**src/rtl/ula_seq.sv**
```systemverilog
// Four-state operand/writeback sequencer around the external 16-bit ALU.
// Reads two operands from an 8x16 register bank, drives the ALU, and writes the result back.
module ula_seq #(
    parameter int NREGS = 8,
    parameter int WIDTH = 16
) (
    input  logic             clk,
    input  logic             rst,
    input  logic             instr_valid,
    output logic             instr_ready,
    input  logic [15:0]      instr,
    output logic [2:0]       alu_op,
    output logic [WIDTH-1:0] alu_a,
    output logic [WIDTH-1:0] alu_b,
    input  logic [WIDTH-1:0] alu_s,
    output logic             done,
    output logic             illegal,
    output logic             zero,
    input  logic [2:0]       dbg_sel,
    output logic [WIDTH-1:0] dbg_data
);

    localparam logic [1:0] IDLE = 2'd0;
    localparam logic [1:0] READ = 2'd1;
    localparam logic [1:0] EXEC = 2'd2;
    localparam logic [1:0] WB   = 2'd3;

    localparam logic [2:0] OP_ADD = 3'b000;
    localparam logic [2:0] OP_LDI = 3'b111;

    logic [1:0]       stateReg;
    logic [15:0]      instrReg;
    logic [2:0]       aluOpReg;
    logic [WIDTH-1:0] aluAReg;
    logic [WIDTH-1:0] aluBReg;
    logic [WIDTH-1:0] resultReg;
    logic             doneReg;
    logic             illegalReg;
    logic             zeroReg;

    logic [WIDTH-1:0] bankRd [NREGS];

    logic [2:0]       opField;
    logic [2:0]       rdField;
    logic [2:0]       rs1Field;
    logic [2:0]       rs2Field;
    logic [9:0]       imm10;
    logic [WIDTH-1:0] immExt;
    logic             isIllegal;
    logic             isLdi;
    logic             writeEn;

    assign opField   = instrReg[15:13];
    assign rdField   = instrReg[12:10];
    assign rs1Field  = instrReg[9:7];
    assign rs2Field  = instrReg[6:4];
    assign imm10     = instrReg[9:0];
    assign immExt    = {{(WIDTH-10){imm10[9]}}, imm10};
    assign isIllegal = (opField == 3'b101) || (opField == 3'b110);
    assign isLdi     = (opField == OP_LDI);
    assign writeEn   = (stateReg == WB) && !isIllegal && (rdField != 3'd0);

    // r0 has no storage: it is hardwired to zero so writes to it simply vanish.
    genvar gi;
    generate
        for (gi = 0; gi < NREGS; gi++) begin : gBank
            if (gi == 0) begin : gZero
                assign bankRd[gi] = '0;
            end else begin : gReg
                logic [WIDTH-1:0] regQ;
                always_ff @(posedge clk or posedge rst) begin
                    if (rst) begin
                        regQ <= '0;
                    end else if (writeEn && (rdField == 3'(gi))) begin
                        regQ <= resultReg;
                    end
                end
                assign bankRd[gi] = regQ;
            end
        end
    endgenerate

    always_ff @(posedge clk or posedge rst) begin
        if (rst) begin
            stateReg   <= IDLE;
            instrReg   <= '0;
            aluOpReg   <= OP_ADD;
            aluAReg    <= '0;
            aluBReg    <= '0;
            resultReg  <= '0;
            doneReg    <= 1'b0;
            illegalReg <= 1'b0;
            zeroReg    <= 1'b0;
        end else begin
            doneReg    <= 1'b0;
            illegalReg <= 1'b0;
            case (stateReg)
                IDLE: begin
                    if (instr_valid) begin
                        instrReg <= instr;
                        stateReg <= READ;
                    end
                end
                READ: begin
                    // LDI rides through the ALU as imm + 0; illegal ops leave the ALU inputs alone.
                    if (isLdi) begin
                        aluOpReg <= OP_ADD;
                        aluAReg  <= immExt;
                        aluBReg  <= '0;
                    end else if (!isIllegal) begin
                        aluOpReg <= opField;
                        aluAReg  <= bankRd[rs1Field];
                        aluBReg  <= bankRd[rs2Field];
                    end
                    stateReg <= EXEC;
                end
                EXEC: begin
                    resultReg <= alu_s;
                    stateReg  <= WB;
                end
                WB: begin
                    doneReg    <= 1'b1;
                    illegalReg <= isIllegal;
                    if (!isIllegal) begin
                        zeroReg <= (resultReg == '0);
                    end
                    stateReg <= IDLE;
                end
                default: stateReg <= IDLE;
            endcase
        end
    end

    assign instr_ready = (stateReg == IDLE);
    assign alu_op      = aluOpReg;
    assign alu_a       = aluAReg;
    assign alu_b       = aluBReg;
    assign done        = doneReg;
    assign illegal     = illegalReg;
    assign zero        = zeroReg;
    assign dbg_data    = bankRd[dbg_sel];

endmodule

```
**config.mk**
```make
export PLATFORM = sky130hd
export DESIGN_NAME = ula_seq
export DESIGN_NICKNAME = d
export VERILOG_FILES = /design/src/rtl/ula_seq.sv
export SDC_FILE = /design/constraint.sdc
export NUM_CORES = 1
export LEC_CHECK = 0
export ABC_CLOCK_PERIOD_IN_PS = 13300
export CAP_MARGIN = 5
export CORE_MARGIN = 2
export CORE_UTILIZATION = 61
export DETAILED_ROUTE_END_ITERATION = 8
export GPL_ROUTABILITY_DRIVEN = 1
export PLACE_DENSITY = 0.91
export SETUP_SLACK_MARGIN = 0.15
export SLEW_MARGIN = 5
export SYNTH_ARGS = -nofsm -noshare
export SYNTH_HDL_FRONTEND = slang
export SYNTH_SLANG_ARGS = --single-unit
```
**constraint.sdc**
```tcl
create_clock -name clk -period 13.3 [get_ports clk]
set_input_delay 2.66 -clock clk [delete_from_list [all_inputs] [get_ports clk]]
set_output_delay 2.66 -clock clk [all_outputs]
set_load 0.01 [all_outputs]
```
* Yosys cells after proc, flatten, opt, wreduce, memory -nomap -nowiden
Cells that the tools add are included.
** Storage, ports and cells
- Register bits :: 184
- Latch bits :: 0
- Memory bits (writable) :: 0
- Bits in read-only memories :: 0
- Input port bits :: 38
- Word-level logic and storage cells :: 74
- Memories :: 0
** Operators by class
- Add/subtract/negate cells :: 0
- Multipliers :: 0
- Div/mod/pow operators :: 0
- Order comparisons :: 3
- Equality and inequality tests :: 15
- Shift-type cells :: 0
- Mux-type cells :: 19
- Bitwise operators :: 4
- Reduce and logical (&&, ||, !) cells :: 17
** Operators by type and width (count)
- 16-bit two-way mux :: 10
- 16-bit binary-select mux with 3-bit select :: 3
- 3-bit == test, second input constant :: 7
- 16-bit zero test :: 1
- 4-bit >= comparator, second input constant :: 3
- 3-bit inverter with 4-bit output :: 3
- 1-bit logical AND :: 9
- 2-bit one-hot mux with 4 select lines :: 1
- 3-bit by 2-bit == test with 1-bit output, second input constant :: 2
- 3-bit two-way mux :: 2
- 2-bit AND reduction :: 3
- 2-bit == test, second input constant :: 2
- 3-bit by 1-bit == test with 1-bit output, second input constant :: 1
- 3-bit nonzero test :: 1
- 2-bit by 1-bit == test with 1-bit output, second input constant :: 1
- 2-bit zero test :: 1
- 1-bit two-way mux :: 2
- 2-bit two-way mux :: 1
- 2-bit by 1-bit != test with 1-bit output, second input constant :: 1
- 2-bit != test, second input constant :: 1
- 1-bit zero test :: 1
- 1-bit logical OR :: 1
- 1-bit inverter :: 1

* Logic depth before layout (Yosys ltp)
Gate-level depths: netlist of run 1.
- Word-level depth :: 6
- Gate-level depth with buffers :: 7
- Mapped depth without buffers :: 5

* Worst setup path before layout of run 1
No wires, ideal clock.
- Path type :: input to output
- Start :: input dbg_sel[0]
- End :: output dbg_data[10]
- Arrival :: 4.058 ns
- Required time :: 10.640 ns
- Setup slack :: 6.582 ns
- Cell stages on the path :: 5
- Buffers on the path :: 2
- Cells stage by stage :: clkbuf_1 -> buf_1 -> mux4_2 -> nand2_1 -> o21ai_0
** On the way
- Longest elaborated chain between the ends :: 4
** Ends and longest elaborated chain
- from (decl) :: RTL line 19 : input logic [2:0] dbg_sel,
- 3-bit inverter with 4-bit output (implied by the code) :: RTL line 141 : assign dbg_data = bankRd[dbg_sel];
- 16-bit binary-select mux with 3-bit select :: RTL line 141
- 16-bit two-way mux (implied by the code) (2 in series) :: RTL line 141
- to (decl) :: RTL line 20 : output logic [WIDTH-1:0] dbg_data
No other way between the ends. The select of a mux whose other input is x is not followed.

* Final worst setup path of run 1
- Start :: input dbg_sel[1]
- End :: output dbg_data[10]
Same word-level chain as after synthesis.

==> results of run 1 <==
[registers in the layout (all words and copies together), names as in the netlist]
name	flops
alu_a	16
zero	1
instrReg	16
resultReg	16
alu_b	16
gBank.gReg.regQ	112
illegal	1
alu_op	3
done	1
stateReg	2
[cell usage in the layout, fill, tap and decap left out, types with 3 or more instances in the layout]
cell / count
a21oi_1: 13
a221o_1: 5
a221oi_1: 33
a22oi_1: 19
buf_4: 15
bufinv_16: 5
clkbuf_1: 3
clkbuf_16: 17
clkbuf_8: 3
clkdlybuf4s50_1: 91
dfrtp_1: 183
ha_1: 5
inv_1: 9
mux2_2: 200
mux2_4: 30
mux2i_1: 26
mux4_2: 17
nand2_1: 36
nor2_1: 22
nor2b_2: 3
nor3_1: 8
nor4_1: 4
o21ai_0: 22
o22ai_1: 27
o31ai_1: 16
or3_1: 10
or4b_1: 3
[metal layers]
layer / routed length, um / part of all wire [%]
met1: 10900 / 40
met2: 13000 / 48
met3: 2460 / 9.0
met4: 1000 / 3.7
met5: 0 / 0
[worst register-to-register path, stage by stage (launching register included)]
cell	delay, ps
dfrtp_1	330
buf_4	450
nor2b_2	940
a221oi_1	310
or3_1	500
a21oi_1	150
[where the power goes]
group / switching (uW) / leakage (uW) / internal (uW)
sequential: 339 / 0.00228 / 828
clock: 208 / 0.000313 / 347
combinational: 681 / 0.00238 / 782
total: 1230 / 0.00497 / 1960
[final timing paths]
| check | cells after the start | from | endpoint | slack (ps) |
|---|---|---|---|---|
| min in group asynchronous | 2 | rst | instrReg[14]$_DFFE_PP0P_ | 2730 |
| max in group asynchronous | 3 | rst | gBank[1].gReg.regQ[3]$_DFFE_PP0P_ | 9350 |
| hold reg to reg | 2 | alu_b[7]$_DFFE_PP0P_ | alu_b[7]$_DFFE_PP0P_ | 500 |
| setup / recovery | 6 | dbg_sel[1] | dbg_data[10] | 5340 |
| hold / removal | 2 | alu_b[7]$_DFFE_PP0P_ | alu_b[7]$_DFFE_PP0P_ | 500 |
| setup reg to reg | 5 | instrReg[8]$_DFFE_PP0P_ | alu_a[1]$_DFFE_PP0P_ | 10550 |
[kinds of logic (layout without fill, tap and decap cells)]
family / Yosys count / in the layout / share of synthesized area [%]
compound gates: 142 / 142 / 10.2
xor+xnor: 2 / 2 / 0.367
fa+ha+maj: 5 / 5 / 0.633
buf+inv: 75 / 148 / 3.39
flops: 184 / 184 / 46.6
mux: 273 / 273 / 33.9
simple gates: 100 / 100 / 4.94
[per-stage QoR]
step                      instance area (um2)  hold WS (ps)  setup slack, ps  std cells  total power (uW)
after CTS                               11600           495             5370       1070              3160
after global placement                  10900           467             5450       1039              2500
final                                   11600           502             5340       1070              3190
after global routing                    11600           527             5260       1070              3330
after floorplan                          9880           479             5640        781              2070
after detailed placement                10900           480             5410       1039              2570
[cell type report]
cell class / count / area share [%]
multi-input combinational: 522 / 43.0
sequential: 184 / 39.8
timing repair buffer: 107 / 8.89
clock buffer: 23 / 4.13
tap: 216 / 2.34
clock inverter: 8 / 1.45
inverter: 10 / 0.368
==> impl_metrics.py, run 1 <==
metrics = {
    "critical_path": {
        "critical_path_class": "in -> out",
        "start_kind": "input pin",
        "cp_slowest_cell": "nor2b_2",
        "critPathMostFrequentCell": "clkdlybuf4s50_1",
        "critical_path.top_delay_family": "buffers and inverters",
        "crit_chain": "clkdlybuf4s50_1, buf_4, nor2b_2, a22oi_1, o21ai_0, clkdlybuf4s50_1",
        "cpPeakStageDelay_ps": 860,
        "crit_fanout": 33,
        "cp.required_ps": 10640,
        "cp_num_buf_inv": 3,
        "critical_path_arrival_ps": 5300,
        "cp-end-kind": "output pin",
    },
    "layout": {
        "finalNetCount": 885,
        "antenna_cells": 0,
        "fillers": 1031,
        "area_delta_synth_final_pct": 17.1,
        "drive_above_1_share_pct": 35.2,
        "fin_util_pct": 72.8,
        "ff_latch_area_mm2": 0.00461,
        "multiInputGateArea_mm2": 0.00498,
    },
    "cts": {
        "cts_root_buf": "clkbuf_16",
        "cts_tree": "built",
        "clkSlewWorstSetupHoldPaths_ps": 60,
        "cts_buffers": 17,
        "cts_buffer_depth": 2,
        "post_cts_buffers": 0,
        "cts_max_level": 4,
        "clk_latency_ps": 430,
        "cts_hold_buf": 0,
        "clock_sinks": 184,
        "cts_resized": 0,
    },
    "sta": {
        "finalHoldViolations": 0,
        "max_slew_margin_pct": 17.2,
        "finalCriticalPeriod_ps": 7960,
        "skew_ps": 6.79,
        "setup_violations": 0,
        "worst_pin_slew_ps": 1240,
        "rsz0062_at_grt": "no",
        "timing.final.crit_share_pct": 59.8,
        "drv_slew": 0,
        "fmax_ghz": 0.126,
        "setup_tns_ps": 0,
    },
    "global_routing": {
        "use_met3_pct": 7.72,
        "grt.overflow.total": 0,
        "grt_max_degree": 79,
        "grt_pass1_vias": 7556,
        "grt_util_met2_pct": 51.4,
        "track_usage_pct": 32.5,
        "grt-busiest-layer": "met2",
        "gr-usage-met1_pct": 43.0,
        "grt_pass1_wl_mm": 43.3,
        "antenna_found_initial": 0,
    },
    "route": {
        "routed_wl_mm": 27.5,
        "ant_nets": 0,
        "dr.pass1.iters": 5,
        "drcViolationCount": 0,
        "via_count": 7356,
        "drt_iter0_drc": 775,
        "avgViaCountPerCell": 6.87,
        "wl_per_cell_um": 25.7,
    },
    "floorplan": {
        "die_w_um": 131,
        "die_area_mm2": 0.0172,
        "start_util_pct": 62.2,
        "num_rows": 46,
        "num_io_pins": 93,
        "die_h_um": 131,
        "fp.coreArea_mm2": 0.0159,
    },
    "power_and_ir_drop": {
        "cellLeakagePower_uw": 0.00497,
        "peakVddDrop_mv": 0.148,
        "power.density_mw_per_mm2": 275,
    },
    "yosys": {
        "yosys_warnings": 0,
        "syn_inst": 781,
        "yosys-top-cells-count": "mux2_2, dfrtp_1, clkbuf_1",
        "syn_avg_cell_area_um2": 12.7,
        "synth_edf_count": 0,
        "synth_area_leaders": "dfrtp_1, mux2_2, mux2_4",
        "ys_async_sr_fraction_pct": 100,
        "syn-cell-area_mm2": 0.00988,
        "syn_nets": 824,
        "synth_seq_cells": 184,
        "synth_top_area_share_pct": 46.6,
        "ys_types": 42,
        "yosysMostFrequentCell": "mux2_2",
        "synth_flop_cell": "dfrtp_1",
        "synth_top_area_cell": "dfrtp_1",
        "ys_seq_area_share_pct": 46.6,
    },
    "placement": {
        "port_buffers": 92,
        "place_congestion": 0.853,
        "hpwlAfterDp_mm": 16.0,
    },
    "run": {
        "cap_violations": 0,
    },
    "outcome": {
        "status": "complete, no violations",
    },
    "hold_path": {
        "min-delay-path-class": "reg -> reg",
    },
}
Note: power is estimated with default switching activity, not from simulation.
==> run 2: changes to the inputs <==
--- a/config.mk
+++ b/config.mk
@@ -5,13 +5,13 @@
 export SDC_FILE = /design/constraint.sdc
 export NUM_CORES = 1
 export LEC_CHECK = 0
-export ABC_CLOCK_PERIOD_IN_PS = 13300
+export ABC_CLOCK_PERIOD_IN_PS = 7600
 export CAP_MARGIN = 5
 export CORE_MARGIN = 2
-export CORE_UTILIZATION = 61
+export CORE_UTILIZATION = 58
 export DETAILED_ROUTE_END_ITERATION = 8
 export GPL_ROUTABILITY_DRIVEN = 1
-export PLACE_DENSITY = 0.91
+export PLACE_DENSITY = 0.88
 export SETUP_SLACK_MARGIN = 0.15
 export SLEW_MARGIN = 5
 export SYNTH_ARGS = -nofsm -noshare
==> constraint.sdc (replaced) <==
create_clock -name clk -period 7.6 [get_ports clk]
set_input_delay 1.52 -clock clk [delete_from_list [all_inputs] [get_ports clk]]
set_output_delay 1.52 -clock clk [all_outputs]
set_load 0.01 [all_outputs]
==> run 2 against run 1 <==
  * Register-to-register slack worse by 5700 ps
  * Largest power group unchanged
  * Critical path depth unchanged
  * First-iteration DRC count up 28%
  * Global-route usage decreased by 1.7 points
  * Setup slack got worse by 3600 ps
  * Die area increased by 5.0%
==> impl_metrics.py, run 2 (synthesis gave the netlist of run 1 again) <==
metrics = {
    "layout": {
        "fin_area_mm2": 0.0115,
        "largest_reg_flops": 112,
        "fin_cells": 1077,
        "area_delta_synth_final_pct": 16.8,
        "drive_above_1_share_pct": 35.3,
        "fin_util_pct": 69.3,
        "finalNetCount": 886,
        "final_common_cell": "mux2_2",
        "mostFrequentLayoutCells": "mux2_2, dfrtp_1, clkdlybuf4s50_1",
        "regMostFlops": "gBank.gReg.regQ",
    },
    "outcome": {
        "status": "complete, no violations",
    },
    "sta": {
        "rsz0062_at_grt": "no",
        "drv_slew": 0,
        "timing.final.crit_share_pct": 77.5,
        "max_slew_margin_pct": 12.0,
        "finalCriticalPeriod_ps": 5890,
        "finalHoldViolations": 0,
        "setup_tns_ps": 0,
        "fmax_ghz": 0.170,
        "worst_pin_slew_ps": 1320,
        "skew_ps": 8.64,
        "setup_violations": 0,
    },
    "cts": {
        "cts_buffers": 17,
        "clkSlewWorstSetupHoldPaths_ps": 70,
        "cts_resized": 0,
        "cts_root_buf": "clkbuf_16",
        "cts_max_level": 4,
        "cts_hold_buf": 0,
        "cts_tree": "built",
        "post_cts_buffers": 0,
        "clock_sinks": 184,
        "cts_buffer_depth": 2,
        "clk_latency_ps": 430,
    },
    "global_routing": {
        "grt_max_degree": 101,
        "track_usage_pct": 30.8,
        "grt_pass1_vias": 7446,
        "grt.overflow.total": 0,
        "grt_pass1_wl_mm": 42.0,
        "antenna_found_initial": 1,
    },
    "route": {
        "via_count": 7314,
        "ant_nets": 0,
        "wl_per_cell_um": 25.2,
        "drcViolationCount": 0,
        "drt_iter0_drc": 995,
        "avgViaCountPerCell": 6.79,
        "dr.pass1.iters": 7,
        "routed_wl_mm": 27.1,
    },
    "critical_path": {
        "crit_chain": "clkdlybuf4s50_1, nor2b_1, buf_4, a22oi_1, o21ai_0, clkdlybuf4s50_1",
        "worst_r2r_startpoint": "instrReg[4]$_DFFE_PP0P_",
        "critPathMostFrequentCell": "clkdlybuf4s50_1",
        "crit_fanout": 9,
        "critical_path_arrival_ps": 4370,
        "cpPeakStageDelay_ps": 1010,
        "critical_path_class": "in -> out",
        "crit_start": "dbg_sel[1]",
        "cp_slowest_cell": "nor2b_1",
        "start_kind": "input pin",
        "cp.required_ps": 6080,
        "cp-end-kind": "output pin",
    },
    "floorplan": {
        "die_h_um": 135,
        "start_util_pct": 59.4,
        "die_w_um": 135,
        "fp.coreArea_mm2": 0.0166,
        "die_area_mm2": 0.0181,
        "num_rows": 47,
        "num_io_pins": 93,
    },
    "placement": {
        "place_congestion": 0.841,
        "port_buffers": 92,
        "place_inst": 1044,
        "placed_cell_area_mm2": 0.0109,
        "hpwlAfterDp_mm": 15.9,
    },
    "power_and_ir_drop": {
        "power_uw": 5500,
        "peakVddDrop_mv": 0.289,
        "power.density_mw_per_mm2": 477,
        "cellLeakagePower_uw": 0.00497,
    },
    "run": {
        "cap_violations": 0,
    },
    "hold_path": {
        "min-delay-start": "alu_b[4]$_DFFE_PP0P_",
        "min-delay-path-class": "reg -> reg",
    },
}
-- run 2: cell types whose count changed in the layout (fill, tap and decap cells not counted), sizes merged --
| cell | before | now |
|---|---|---|
| diode | 0 | 1 |
| bufinv | 5 | 3 |
| clkinv | 2 | 6 |
| clkinvlp | 1 | 0 |
| buf | 16 | 17 |
-- run 2: worst max-delay path: cells and delay by family --
kind / cells / cell delay [ps]
buffers and inverters: 3 / 1410
and+or+nand+nor: 1 / 1010
AOI/OAI and AO/OA: 2 / 410
-- run 2: metrics by stage --
step                hold slack, ps  setup slack, ps
global route                   503             1790
finish                         486             1710
global placement               474             2000
CTS                            492             1940
detailed placement             475             1940
floorplan                      479             1080
-- run 2: layout make-up --
cell class                      count  area, um2
Timing Repair Buffer              108       1040
Antenna cell                        1       2.50
Inverter                           10       42.5
Sequential cell                   184       4610
Clock inverter                      9        120
Multi-Input combinational cell    522       4970
Fill cell                        1179       5100
Clock buffer                       23        488
Tap cell                          220        275
-- run 2: routing by layer --
metal	global-route usage, %	vias to the layer above	wire length, um
li1	-	3086	-
met1	40.9	3681	10400
met2	48.5	457	12900
met3	7.66	90	2860
met4	13.6	0	1020
met5	0	-	0
-- run 2: path summary, 6_finish.rpt --
path                                                     end  slack, ps  depth (start not counted)
max                                              dbg_data[9]       1710                          6
min                                     alu_b[4]$_DFFE_PP0P_        490                          2
max reg2reg                             alu_b[7]$_DFFE_PP0P_       4870                          3
min reg2reg                             alu_b[4]$_DFFE_PP0P_        490                          2
max in group asynchronous  gBank[4].gReg.regQ[2]$_DFFE_PP0P_       4710                          3
min in group asynchronous           instrReg[14]$_DFFE_PP0P_       1640                          2
-- run 2: report_power, final --
part / switching (uW) / internal [uW] / leakage (uW)
Clock: 366 / 549 / 0.000306
Sequential: 613 / 1450 / 0.00228
Combinational: 1160 / 1370 / 0.00238
==> run 3: changes to the inputs <==
--- a/config.mk
+++ b/config.mk
@@ -5,13 +5,13 @@
 export SDC_FILE = /design/constraint.sdc
 export NUM_CORES = 1
 export LEC_CHECK = 0
-export ABC_CLOCK_PERIOD_IN_PS = 7600
+export ABC_CLOCK_PERIOD_IN_PS = 5000
 export CAP_MARGIN = 5
 export CORE_MARGIN = 2
-export CORE_UTILIZATION = 58
+export CORE_UTILIZATION = 52
 export DETAILED_ROUTE_END_ITERATION = 8
 export GPL_ROUTABILITY_DRIVEN = 1
-export PLACE_DENSITY = 0.88
+export PLACE_DENSITY = 0.83
 export SETUP_SLACK_MARGIN = 0.15
 export SLEW_MARGIN = 5
 export SYNTH_ARGS = -nofsm -noshare
==> constraint.sdc (replaced) <==
create_clock -name clk -period 5 [get_ports clk]
set_input_delay 1 -clock clk [delete_from_list [all_inputs] [get_ports clk]]
set_output_delay 1 -clock clk [all_outputs]
set_load 0.01 [all_outputs]
==> run 3 against run 2 <==
  * Count of clock-buffer cells in the layout did not move
  * Global-route usage shrank 2.8 points
  * Final area is 0.29% higher
  * Sequential share of layout area down 0.12 points
  * Cell count up 1.5%
  * Largest cell class unchanged
  * Largest power group unchanged
  * Highest routed layer unchanged
==> impl_metrics.py, run 3 (synthesis gave the netlist of run 1 again) <==
metrics = {
    "layout": {
        "final_common_cell": "mux2_2",
        "regMostFlops": "gBank.gReg.regQ",
        "area_delta_synth_final_pct": 17.1,
        "drive_above_1_share_pct": 35.4,
        "finalNetCount": 889,
        "antenna_cells": 0,
        "largest_reg_flops": 112,
        "fillers": 1416,
        "mostFrequentLayoutCells": "mux2_2, dfrtp_1, clkdlybuf4s50_1",
    },
    "floorplan": {
        "die_area_mm2": 0.0201,
        "die_h_um": 142,
        "num_rows": 50,
        "fp.coreArea_mm2": 0.0187,
        "start_util_pct": 52.8,
        "die_w_um": 142,
        "num_io_pins": 93,
    },
    "hold_path": {
        "hold_end": "alu_a[8]$_DFFE_PP0P_",
        "whs_path_depth": 2,
        "min-delay-start": "alu_a[8]$_DFFE_PP0P_",
        "min-delay-path-class": "reg -> reg",
    },
    "route": {
        "wl_per_cell_um": 25.0,
        "avgViaCountPerCell": 6.59,
        "drt_iter0_drc": 739,
        "dr.pass1.iters": 6,
        "drcViolationCount": 0,
        "routed_wl_mm": 27.4,
        "via_count": 7204,
        "ant_nets": 0,
    },
    "cts": {
        "clock_sinks": 184,
        "cts_buffer_depth": 2,
        "post_cts_buffers": 0,
        "clk_latency_ps": 440,
        "cts_tree": "built",
        "cts_root_buf": "clkbuf_16",
        "cts_resized": 0,
        "clkSlewWorstSetupHoldPaths_ps": 60,
        "cts_max_level": 4,
        "cts_buffers": 17,
        "cts_hold_buf": 0,
    },
    "sta": {
        "timing.final.crit_share_pct": 80.8,
        "rsz0062_at_grt": "no",
        "max_slew_margin_pct": 18.6,
        "fmax_ghz": 0.247,
        "finalHoldViolations": 0,
        "hold_ws_ps": 487,
        "finalCriticalPeriod_ps": 4040,
        "worst_pin_slew_ps": 1220,
        "setup_tns_ps": 0,
        "setup_violations": 0,
        "drv_slew": 0,
        "skew_ps": 7.02,
    },
    "global_routing": {
        "grt_pass1_vias": 7288,
        "grt_pass1_wl_mm": 42.5,
        "track_usage_pct": 28.0,
        "antenna_found_initial": 0,
        "grt_max_degree": 127,
        "grt.overflow.total": 0,
    },
    "critical_path": {
        "r2r_slack_ps": 2290,
        "crit_chain": "buf_2, buf_4, mux2_2, a22oi_1, o21ai_0, clkdlybuf4s50_1",
        "cp_slowest_cell": "clkdlybuf4s50_1",
        "reg2reg_to": "alu_a[1]$_DFFE_PP0P_",
        "cp-end-kind": "output pin",
        "crit_fanout": 17,
        "critical_path_arrival_ps": 3040,
        "critical_path_class": "in -> out",
        "start_kind": "input pin",
        "rr_worst_depth": 5,
        "worst_r2r_startpoint": "instrReg[8]$_DFFE_PP0P_",
        "cpPeakStageDelay_ps": 510,
        "cp.required_ps": 4000,
    },
    "placement": {
        "hpwlAfterDp_mm": 16.6,
        "place_congestion": 0.855,
        "port_buffers": 92,
    },
    "outcome": {
        "status": "complete, no violations",
    },
    "power_and_ir_drop": {
        "peakVddDrop_mv": 0.384,
        "power_uw": 8340,
        "power.density_mw_per_mm2": 721,
        "cellLeakagePower_uw": 0.00497,
    },
    "run": {
        "cap_violations": 0,
    },
}
run 3: changes by cell type in the layout (fill, tap and decap cells not counted), sizes merged:
| cell | previous run | this run |
|---|---|---|
| clkinv | 6 | 5 |
| inv | 10 | 9 |
| clkinvlp | 0 | 2 |
| diode | 1 | 0 |
| buf | 17 | 20 |
run 3: report_power, final:
group          internal (uW)  leakage (uW)  switching (uW)
Sequential              2200       0.00228             888
Clock                    809      0.000291             567
Combinational           2080       0.00240            1800
Total                   5090       0.00497            3250
run 3: worst max-delay path, delay by kind of cell:
kind	cells	cell delay, ps
buffers and inverters	3	1280
AOI/OAI and AO/OA	2	390
muxes	1	360
run 3: per-layer routing:
| metal | share of wire [%] | track usage [%] | wire length [um] |
|---|---|---|---|
| met5 | 0 | 0 | 0 |
| met4 | 3.0 | 10.9 | 831 |
| met3 | 7.9 | 6.65 | 2170 |
| met2 | 48 | 45.1 | 13000 |
| met1 | 41 | 36.8 | 11300 |
run 3: layout make-up:
class	instances	area (um2)	share of cell area, %
flip-flops and latches	184	4610	39.8
multi-input cells	522	4970	43.0
repair buffers	111	1070	9.25
clock buffers	23	468	4.04
well taps	234	293	2.53
clock inverters	9	123	1.06
inverters	10	41.3	0.357
run 3: worst max-delay path by stage:
stage,endpoint,start
after floorplan,dbg_data[10],dbg_sel[0]
after global placement,dbg_data[15],dbg_sel[0]
after detailed placement,dbg_data[15],dbg_sel[0]
after CTS,dbg_data[15],dbg_sel[0]
after global routing,dbg_data[15],dbg_sel[0]
final,dbg_data[15],dbg_sel[0]
run 3: stage by stage:
step | std cells | cell area (um2) | worst slack, ps | util [%]
finish | 1093 | 11600 | 959 | 61.9
global route | 1093 | 11600 | 820 | 61.9
CTS | 1093 | 11600 | 942 | 61.9
detailed placement | 1061 | 11000 | 986 | 58.7
global placement | 1061 | 11000 | 977 | 58.7
floorplan | 781 | 9890 | 1600 | -
==> edit 1: new RTL, settings of run 2 <==
Register the output `dbg_data`, cleared by the reset; this adds one clock of latency there. The other outputs are not delayed to match.
--- a/src/rtl/ula_seq.sv
+++ b/src/rtl/ula_seq.sv
@@ -140,3 +140,9 @@
     assign zero        = zeroReg;
-    assign dbg_data    = bankRd[dbg_sel];
+    always_ff @(posedge clk or posedge rst) begin
+        if (rst) begin
+            dbg_data <= '0;
+        end else begin
+            dbg_data <= bankRd[dbg_sel];
+        end
+    end
 
Formal check against the unedited RTL: not equivalent (Yosys sat finds a counterexample within 10 cycles, from zero or initial values and one cycle with rst high).
==> edit 1 against run 2 <==
Design area up 2.5%; sequential cell count up 16; first-iteration DRC count down 3.5%; worst setup slack better by 2.6 ns; wire length down 2.5%; synthesized cell count down 2.8%; area after synthesis up 3.4%; fmax up 81%; count of clock-buffer cells in the layout unchanged; sequential power up 6%; power about the same; worst hold slack better by 0.0024 ns; critical endpoint is now instr_ready; largest cell class is now registers.
==> edit 1: results (changes against run 2) <==
sta:
  skew_ns: 0.00758  # -0.00106 ns
  fin_worst_hold_slack_ns: 0.489  # +0.00240 ns
  finalCriticalPeriod_ns: 3.24  # -2.64 ns
  slew_headroom: 0.174  # +0.0536
detailed_routing:
  drtIter0Drc: 960  # -3.5%
  firstDrtPassIters: 5  # -2
  vias_per_cell: 6.83  # +0.64%
worst_setup_path:
  rrSetupSlack_ns: 4.74  # -0.13 ns
  cpMaxStageDelayCell: "clkdlybuf4s50_1"
  slowest_delay_ns: 0.54  # -0.47 ns
  worst_r2r_path_depth: 4  # +1
grt:
  grtUsageMet2: 0.430  # -0.0550
  grt_pass1_wl_mm: 41.5  # -1.3%
  grt_use_met1: 0.431  # +0.0229
  use_met3: 0.0778  # +0.00120
  grt_pass1_vias: 7242  # -2.7%
  grt_max_degree: 128  # +27%
  grt_usage: 0.299  # -0.00911
finish:
  fill_cells: 1153  # -2.2%
  drive_gt1_frac: 0.348  # -0.00508
  largest_register: "gBank.gReg.regQ"
  antennaDiodeCount: 0  # -1
synth:
  seq_area_frac_synth: 0.490  # +0.0237
  synthTopCellsByArea: "dfrtp_1 (49%), mux2_2 (18%), mux4_2 (11%), mux2_4 (4.4%), o21ai_0 (2.8%)"
  synthesis.nets: 802  # -2.7%
  synthTopCellsByCount: "dfrtp_1 (200), mux2_2 (162), o21ai_0 (58)"
placement:
  gp_congestion: 0.838  # -0.38%
  place_ws_ns: 3.91  # +1.97 ns
  dpl.hpwl_mm: 16.0  # +0.95%
run_status:
  outcome: "complete, no violations"
power:
  p_leak_nw: 5.02  # +0.94%
## edit 1: cell families after synthesis
| logic type | share of synthesized area |
|---|---|
| simple gates | 0.0539 |
| fa+ha+maj | 0.00612 |
| flops | 0.490 |
| buf+inv | 0.0301 |
| xor+xnor | 0.00269 |
| compound gates | 0.0885 |
| mux | 0.329 |
## edit 1: worst max-delay path: cells and delay by family, from the launching register on
| kind | cells | cell delay [ns] |
|---|---|---|
| flops | 1 | 0.41 |
| fa+ha+maj | 1 | 0.20 |
| buf+inv | 2 | 0.67 |
## edit 1: stage by stage
| stage | cell area, sq um | instances |
|---|---|---|
| 2_1_floorplan | 10200 | 759 |
| 3_3_place_gp | 11300 | 1027 |
| 3_5_place_dp | 11300 | 1027 |
| 4_1_cts | 11800 | 1059 |
| 5_1_grt | 11800 | 1059 |
| 6_report | 11800 | 1059 |
## edit 1: power by group
| group | internal, mW | switching [mW] | leakage, nW |
|---|---|---|---|
| Combinational | 1.35 | 1.07 | 2.24 |
| Clock | 0.488 | 0.406 | 0.272 |
| Sequential | 1.56 | 0.620 | 2.50 |
## edit 1: final timing paths
kind                                    from                     to
worst max-delay path             stateReg[0]            instr_ready
max in group asynchronous                rst  gBank[2].gReg.regQ[2]
worst min-delay path               alu_b[11]              alu_b[11]
worst min register to register     alu_b[11]              alu_b[11]
min in group asynchronous                rst                illegal
worst max register to register  instrReg[13]  gBank[1].gReg.regQ[9]
## edit 1: metal layers
metal / part of all wire / wire (microns)
met1: 0.41 / 10900
met2: 0.45 / 11800
met3: 0.11 / 2880
met4: 0.032 / 856
met5: 0 / 0
## edit 1: cell type report
class                   count  area, sq um  share of cell area
clock buffers              23          488              0.0412
clock inverters             9         87.6             0.00740
inverters                   7         33.8             0.00285
multi-input cells         492         4940               0.417
flip-flops and latches    200         5000               0.423
well taps                 225          282              0.0238
repair buffers            103          998              0.0844
==> edit 2: new RTL, flow settings as in run 2 <==
Made on the original files. `NREGS`: 8 -> 4.
--- a/src/rtl/ula_seq.sv
+++ b/src/rtl/ula_seq.sv
@@ -3,3 +3,3 @@
 module ula_seq #(
-    parameter int NREGS = 8,
+    parameter int NREGS = 4,
     parameter int WIDTH = 16
Check against the original RTL: not equivalent (Yosys sat finds a counterexample within 4 cycles, from zero or initial values and one cycle with rst high).
==> edit 2 against run 2 <==
Design area down 36%; wire length down 45%; global-route usage down 1.8 points; synthesized cell count down 43%; area after synthesis down 41%; non-clock buffer count down 11; power down 37%; worst hold slack worse by 0.014 ns; count of clock-buffer cells in the layout down 1; worst setup slack better by 0.16 ns; register-to-register slack better by 0.27 ns; sequential cell count down 64; via count down 42%; largest power group unchanged.
==> edit 2: results (changes against run 2) <==
finish:
  drive_gt1_frac: 0.308  # -0.0447
  clockBufferCount: 22  # -4.3%
  inv_count: 6  # -4
  sh_seq_area: 0.408  # +0.00917
  fill_cells: 621  # -47%
  antennaDiodeCount: 0  # -1
  nMultiInputCombCells: 288  # -45%
  multiInputGateArea_sq_mm: 0.00261  # -48%
  layoutNonFillerInstCount: 675  # -37%
  largest_register_ffs: 48  # -57%
  n_all_buffers: 97  # -10%
  final-clk-cell-share: 0.0816  # +0.0290
  multi_input_area_share: 0.354  # -0.0766
  finalNetCount: 573  # -35%
  buffer_area_frac: 0.130  # +0.0402
power:
  swShare: 0.356  # -0.0327
  combPwrFrac: 0.394  # -0.065
  p_comb_mw: 1.37  # -46%
  p_leak_nw: 3.21  # -35%
  ir_drop_uv: 281  # -2.9%
  clkPwrFrac: 0.237  # +0.071
sta:
  slew_headroom: 0.237  # +0.117
  skew_ns: 0.0124  # +0.00371 ns
placement:
  gp_congestion: 0.827  # -1.7%
  dpl.hpwl_mm: 9.27  # -42%
  postPlaceCellArea_sq_mm: 0.00676  # -38%
  place_ws_ns: 1.95  # +0.00602 ns
  dpl.cell_count: 644  # -38%
  port_buffers: 91  # -1.1%
synth:
  synthTopCellsByArea: "dfrtp_1 (52%), mux2_2 (21%), mux2_4 (5.2%), o31ai_1 (3.0%), nand2_1 (2.5%)"
  synthTopCellsByCount: "dfrtp_1 (120), mux2_2 (107), nand2_1 (38)"
  syn_avg_cell_area_sq_um: 12.9  # +2.2%
  seq_area_frac_synth: 0.517  # +0.0514
  synthesis.nets: 492  # -40%
  synth_cell_types: 38  # -9.5%
clock_network:
  cts_root_buf: "clkbuf_8"
  cts.sinks: 120  # -35%
  clk_latency_ns: 0.54  # +0.11 ns
grt:
  grt_use_met1: 0.364  # -0.0448
  grt_pass1_wl_mm: 24.1  # -43%
  grt_max_degree: 76  # -25%
  antenna_found_initial: 0  # -1
  grt_usage: 0.290  # -0.0184
  grtUsageMet2: 0.455  # -0.0301
  use_met3: 0.0821  # +0.00550
  grt_pass1_vias: 4485  # -40%
detailed_routing:
  wl_met2_mm: 7.12  # -45%
  wl_met1_mm: 6.04  # -42%
  wl_met3_mm: 1.05  # -63%
  vias: 4236  # -42%
  routedWlPerCell_microns: 21.9  # -13%
  drtIter0Drc: 316  # -68%
  firstDrtPassIters: 5  # -2
run_status:
  outcome: "complete, no violations"
worst_setup_path:
  arrival_ns: 4.20  # -0.17 ns
  path_max_fanout: 18  # +9
  slowest_delay_ns: 1.04  # +0.03 ns
floorplan:
  n_tap_cell: 133  # -40%
[edit 2: worst paths after layout]
| check | startpoint | end | slack, ns | cells past startpoint |
|---|---|---|---|---|
| worst min-delay path | alu_a[13] | alu_a[13] | 0.47 | 2 |
| worst min register to register | alu_a[13] | alu_a[13] | 0.47 | 2 |
| worst max-delay path | dbg_sel[0] | dbg_data[7] | 1.88 | 4 |
| worst max register to register | instrReg[13] | gBank[1].gReg.regQ[1] | 5.14 | 4 |
| max in group asynchronous | rst | gBank[3].gReg.regQ[1] | 4.88 | 3 |
| min in group asynchronous | rst | instrReg[12] | 1.39 | 2 |
[edit 2: kinds of logic after synthesis]
| family | Yosys count | synth area share |
|---|---|---|
| compound gates | 98 | 0.127 |
| xor+xnor | 1 | 0.00280 |
| fa+ha+maj | 5 | 0.0108 |
| buf+inv | 41 | 0.0360 |
| flops | 120 | 0.517 |
| mux | 128 | 0.261 |
| simple gates | 56 | 0.0455 |
